[config.mk]
export PLATFORM = sky130hd
export DESIGN_NAME = pipe_hazard_ctrl
export DESIGN_NICKNAME = d
export VERILOG_FILES = /design/src/rtl/pipe_ctrl_pkg.sv /design/src/rtl/pipe_lu_detect.sv /design/src/rtl/pipe_hazard_ctrl.sv
export SDC_FILE = /design/constraint.sdc
export NUM_CORES = 1
export LEC_CHECK = 0
export CORE_ASPECT_RATIO = 1.1
export CORE_MARGIN = 2
export CORE_UTILIZATION = 26
export DETAILED_ROUTE_END_ITERATION = 10
export GPL_TIMING_DRIVEN = 0
export PLACE_DENSITY = 0.82
export SYNTH_ARGS = -nofsm -noshare
export SYNTH_HDL_FRONTEND = slang
export SYNTH_SLANG_ARGS = --single-unit
[constraint.sdc]
create_clock -name clk -period 1.5 [get_ports clk]
set_input_delay 0.225 -clock clk [delete_from_list [all_inputs] [get_ports clk]]
set_output_delay 0.225 -clock clk [all_outputs]
set_load 0.01 [all_outputs]
[src/rtl/pipe_ctrl_pkg.sv]
// Shared types and constants for the pipeline hazard/stall controller.
package pipe_ctrl_pkg;

  typedef enum logic [0:0] {
    RUN = 1'b0,
    MUL = 1'b1
  } pipe_state_e;

  localparam int unsigned REG_ADDR_W  = 5;
  localparam int unsigned MUL_LAT_DEF = 3;

endpackage

[src/rtl/pipe_lu_detect.sv]
// Combinational load-use comparator: a load in EXE whose rd is read by the instruction in ID.
module pipe_lu_detect
  import pipe_ctrl_pkg::*;
(
  input  logic [REG_ADDR_W-1:0] id_rs1,
  input  logic [REG_ADDR_W-1:0] id_rs2,
  input  logic                  id_rs1_used,
  input  logic                  id_rs2_used,
  input  logic [REG_ADDR_W-1:0] exe_rd,
  input  logic                  exe_rd_we,
  input  logic                  exe_is_load,
  output logic                  hazard
);

  logic rs1_hit;
  logic rs2_hit;

  always_comb begin
    rs1_hit = id_rs1_used && (id_rs1 == exe_rd);
    rs2_hit = id_rs2_used && (id_rs2 == exe_rd);
    // x0 is hardwired zero, so a load targeting it can never create a dependency
    hazard  = exe_is_load && exe_rd_we && (exe_rd != '0) && (rs1_hit || rs2_hit);
  end

endmodule

[src/rtl/pipe_hazard_ctrl.sv]
// Pipeline hazard/stall controller: multiply sequencing, memory waits, load-use and branch flushes.
// Optional perf counters enabled by defining PIPE_CTRL_PERF_EN.
module pipe_hazard_ctrl
  import pipe_ctrl_pkg::*;
#(
  parameter int unsigned MUL_LAT = MUL_LAT_DEF,
  parameter int unsigned CNT_W   = 32
) (
  input  logic                  clk,
  input  logic                  rst,
  input  logic [REG_ADDR_W-1:0] id_rs1,
  input  logic [REG_ADDR_W-1:0] id_rs2,
  input  logic                  id_rs1_used,
  input  logic                  id_rs2_used,
  input  logic [REG_ADDR_W-1:0] exe_rd,
  input  logic                  exe_rd_we,
  input  logic                  exe_is_load,
  input  logic                  exe_is_mul,
  input  logic                  exe_br_taken,
  input  logic                  im_wait,
  input  logic                  dm_wait,
  output logic                  stall_IF,
  output logic                  stall_ID,
  output logic                  flush_ID,
  output logic                  flush_EXE,
  output logic                  mul_busy,
  output logic [CNT_W-1:0]      perf_stall_cnt,
  output logic [CNT_W-1:0]      perf_flush_cnt,
  output logic [CNT_W-1:0]      perf_lu_cnt
);

  localparam logic            MUL_MC   = (MUL_LAT > 1);
  localparam int unsigned     MC_W     = (MUL_LAT > 2) ? $clog2(MUL_LAT - 1) : 1;
  localparam logic [MC_W-1:0] MUL_INIT = MC_W'((MUL_LAT >= 2) ? (MUL_LAT - 2) : 0);

  pipe_state_e     state;
  logic [MC_W-1:0] mul_cnt;

  logic lu_hazard;
  logic mul_stall;
  logic stall_c;
  logic br_c;
  logic lu_c;

  pipe_lu_detect u_lu_detect (
    .id_rs1      (id_rs1),
    .id_rs2      (id_rs2),
    .id_rs1_used (id_rs1_used),
    .id_rs2_used (id_rs2_used),
    .exe_rd      (exe_rd),
    .exe_rd_we   (exe_rd_we),
    .exe_is_load (exe_is_load),
    .hazard      (lu_hazard)
  );

  // Outputs are Mealy so the freeze applies in the same cycle the multiply reaches EXE
  always_comb begin
    mul_stall = ((state == RUN) && exe_is_mul && MUL_MC) ||
                ((state == MUL) && (mul_cnt != '0));
    stall_c   = im_wait || dm_wait || mul_stall;
    br_c      = !stall_c && exe_br_taken;
    lu_c      = !stall_c && !exe_br_taken && lu_hazard;

    stall_IF  = !rst && stall_c;
    flush_ID  = !rst && br_c;
    flush_EXE = !rst && (br_c || lu_c);
    stall_ID  = !rst && lu_c;
    mul_busy  = !rst && (state == MUL);
  end

  always_ff @(posedge clk) begin
    if (rst) begin
      state   <= RUN;
      mul_cnt <= '0;
    end else begin
      case (state)
        RUN: begin
          if (exe_is_mul && MUL_MC) begin
            state   <= MUL;
            mul_cnt <= MUL_INIT;
          end
        end
        MUL: begin
          // The countdown continues under memory waits; only the exit waits for them
          if (mul_cnt != '0) begin
            mul_cnt <= mul_cnt - MC_W'(1);
          end else if (!im_wait && !dm_wait) begin
            state <= RUN;
          end
        end
        default: state <= RUN;
      endcase
    end
  end

`ifdef PIPE_CTRL_PERF_EN
  logic [CNT_W-1:0] stall_cnt_q;
  logic [CNT_W-1:0] flush_cnt_q;
  logic [CNT_W-1:0] lu_cnt_q;

  always_ff @(posedge clk) begin
    if (rst) begin
      stall_cnt_q <= '0;
      flush_cnt_q <= '0;
      lu_cnt_q    <= '0;
    end else begin
      if (stall_c) stall_cnt_q <= stall_cnt_q + CNT_W'(1);
      if (br_c)    flush_cnt_q <= flush_cnt_q + CNT_W'(1);
      if (lu_c)    lu_cnt_q    <= lu_cnt_q + CNT_W'(1);
    end
  end

  always_comb begin
    perf_stall_cnt = rst ? '0 : stall_cnt_q;
    perf_flush_cnt = rst ? '0 : flush_cnt_q;
    perf_lu_cnt    = rst ? '0 : lu_cnt_q;
  end
`else
  always_comb begin
    perf_stall_cnt = '0;
    perf_flush_cnt = '0;
    perf_lu_cnt    = '0;
  end
`endif

endmodule

==> results by group <==
STA
  • Clock skew after layout: 0.00616 ns
  • Worst-case setup margin in the final layout: -0.221 ns
  • Period utilization: 1.15
  • Minimum clock period: 1.72 ns
  • Setup repair after global routing missed its margin: yes
  • Number of failing setup endpoints in the final timing report: 4
  • Max Clock Freq: 0.581 GHz
  • Hold Fails Final Rpt: 0
  • Count of final max-slew check failures: 0

Min path
  • Hold path depth: 3
  • Min-Delay Endpoint: state
  • Hold Startpoint: exe_is_mul
  • Class of the most critical hold timing path: in2reg

Placement
  • Buffers on Ports: 29
  • Routability congestion estimate from global placement: 0.685
  • Total cell area at the placement stage: 1700 µm²
  • HPWL after detailed placement: 2010 µm

Floorplanning
  • Core region area: 3650 µm²
  • Height of the die: 68.8 µm
  • Number of rows created at floorplan: 23
  • IO Pins: 126
  • Total die area: 4320 µm²
  • Starting utilization of the core area: 0.271
  • Die W: 62.9 µm

Routing
  • Count of nets left with antenna violations after detail routing: 0
  • Drc violations: 0
  • DR vias/cell: 2.86
  • Via Count: 876
  • Average wire length per cell after detail routing: 7.05 µm
  • Final wirelength: 2160 µm
  • Violation count after the first detailed-route iteration: 7
  • Number of search-and-repair iterations in the first detailed-routing pass: 2

CTS
  • H-Tree Depth: 1
  • Clock buffers created by TritonCTS: 3
  • Deepest clock path buffer count: 2
  • TritonCTS clock tree: yes
  • Clock Sink Count: 2
  • Clock insertion delay at the later pin of the skew report: 0.22 ns
  • Hold buffers post-CTS: 0
  • Root cell of the clock tree: sky130_fd_sc_hd__clkbuf_8
  • Register clock-pin slew on the reported worst setup and hold paths: 0.03 ns

Synth
  • Synthesized area divided by synthesized cell count: 7.74 µm²
  • Main area contributors after synthesis: sky130_fd_sc_hd__buf_4, sky130_fd_sc_hd__xor2_1, sky130_fd_sc_hd__dfxtp_1
  • Cell type with the highest aggregate area in the netlist: sky130_fd_sc_hd__buf_4
  • Area share of the leading cell type in the synthesized netlist: 0.727
  • Synthesized instance count: 128
  • Synth warn: 0
  • Sequential share of the synthesized area: 0.0404
  • Cell area after technology mapping: 991 µm²
  • Synthesized flop and latch total: 2
  • Unique cell type count in the Yosys netlist: 18

GRT
  • Grt ovf: 0
  • Total routing usage reported by global routing: 0.0938
  • Maximum number of pins on one net before global-route repair: 6
  • Initial antenna violation count: 0
  • Vias in the first global route: 740
  • First-pass GRT wire length: 3020 µm

Finish
  • Number of fill cells in the layout: 370
  • Proportion of layout cells with a drive suffix above 1: 0.434
  • Finished layout cell area: 1730 µm²
  • Final Core Density: 0.474
  • # nets final: 283
  • Number of inserted diodes: 0
  • Top library cells by usage in the layout, fill and taps aside: sky130_fd_sc_hd__buf_4, sky130_fd_sc_hd__conb_1, sky130_fd_sc_hd__dlygate4sd2_1, sky130_fd_sc_hd__clkdlybuf4s50_1, sky130_fd_sc_hd__xor2_1
  • Layout overhead on the synthesized area: 74.9%
  • Most frequent standard cell in the layout excluding fill and tap cells: sky130_fd_sc_hd__buf_4

Run
  • Number of max-cap violations: 0

Worst setup path
  • Crit start category: flip-flop
  • Slack of the worst reg-to-reg path: 0.66 ns
  • CP max stage delay: 0.34 ns
  • Kind of end point of the critical path: output port
  • Critical register-to-register path endpoint: state
  • Start-to-end type of the worst setup path: reg2out
  • Library cell contributing the largest single delay on the critical path: sky130_fd_sc_hd__dfxtp_2
  • Required time of the worst setup path: 1.27 ns
  • Worst reg2reg path startpoint: state
  • Delay-heaviest family, CP: flip-flops
  • Highest fanout seen on the critical path: 2
  • Arrival time worst endpoint: 1.50 ns
  • WP buf/inv: 1
  • Worst path cell trace: mux2_4 > nor4_4 > o2111ai_2 > nor3_1 > buf_2
  • R2r worst-path depth: 3

Outcome
  • Result of the run: complete, but fails checks
  • Violated checks: setup timing

Power and ir drop
  • Highest ir drop seen on vdd: 0.000467 V
  • Ratio of total power to cell area: 414 nW/µm²
  • Static Leak: 0.00109 µW
## report_power, final
group	internal [µW]	total [µW]	switching, µW
sequential	58.3	61.9	3.57
combinational	236	428	192
clock	171	227	56.1
total	465	717	252
## sequential cells by signal (all words and copies together) (netlist names)
signal,count
mul_cnt,1
state,1
## worst max path at each step
| stage | endpoint | slack (ns) | start | cells past startpoint |
|---|---|---|---|---|
| finish | stall_ID | -0.22 | state | 5 |
| global route | stall_ID | -0.31 | state | 5 |
| CTS | stall_ID | -0.21 | state | 5 |
| detailed placement | stall_ID | -0.90 | exe_rd[2] | 6 |
| global placement | stall_ID | -0.88 | exe_rd[2] | 6 |
| floorplan | stall_ID | 0.02 | state | 4 |
## worst min-delay path, stage by stage
cell	delay (ns)
sky130_fd_sc_hd__dlygate4sd2_1	0.25
sky130_fd_sc_hd__nor2_1	0.09
sky130_fd_sc_hd__a211oi_1	0.06
## cells by family after synthesis
logic type / count (synthesis) / share of synthesized area
AOI/OAI and AO/OA: 4 / 0.0328
DFF: 2 / 0.0404
muxes: 1 / 0.0151
buffers and inverters: 96 / 0.727
other: 1 / 0.00378
xor gates and xnor gates: 10 / 0.0884
and+or+nand+nor: 14 / 0.0922
## layer usage
| metal | track usage | share of wire | up-vias |
|---|---|---|---|
| met5 | 0 | 0 | - |
| met4 | 0.0667 | 0.019 | 0 |
| met3 | 0.0325 | 0.15 | 4 |
| met2 | 0.193 | 0.53 | 80 |
| met1 | 0.0748 | 0.30 | 323 |
| li1 | - | - | 469 |
## cell type report
cell class | count | area [µm²] | area share
well taps | 50 | 62.6 | 0.0361
repair buffers | 30 | 270 | 0.156
flip-flops and latches | 2 | 41.3 | 0.0238
clock buffers | 3 | 41.3 | 0.0238
plain buffers | 96 | 721 | 0.416
multi-input cells | 125 | 597 | 0.344
## stage by stage
| stage | setup WS, ns | hold slack (ns) | total power (µW) | std cells | setup TNS [ns] |
|---|---|---|---|---|---|
| 5_1_grt | -0.312 | 0.479 | 767 | 306 | -0.910 |
| 2_1_floorplan | 0.0152 | 0.298 | 394 | 223 | 0 |
| 3_3_place_gp | -0.885 | 0.502 | 488 | 302 | -2.86 |
| 6_report | -0.221 | 0.449 | 717 | 306 | -0.560 |
| 4_1_cts | -0.210 | 0.435 | 711 | 306 | -0.533 |
| 3_5_place_dp | -0.904 | 0.508 | 488 | 302 | -2.87 |
## cell usage after synthesis, drive strengths merged
library cell and n:
a211oi 1, a32oi 1, and2 2, buf 96
conb 1, dfxtp 2, mux2 1, nor2 3
nor2b 1, nor3 4, nor4 3, o2111ai 1
o21bai 1, or4 1, xnor2 2, xor2 8
## timing repair
action,in CTS,in global routing
setup buffers,1,0
gates resized for setup,39,0
setup endpoints to repair,5,4
pin swaps,5,0
cloned,0,0
Power figures use the tool's default switching activity.
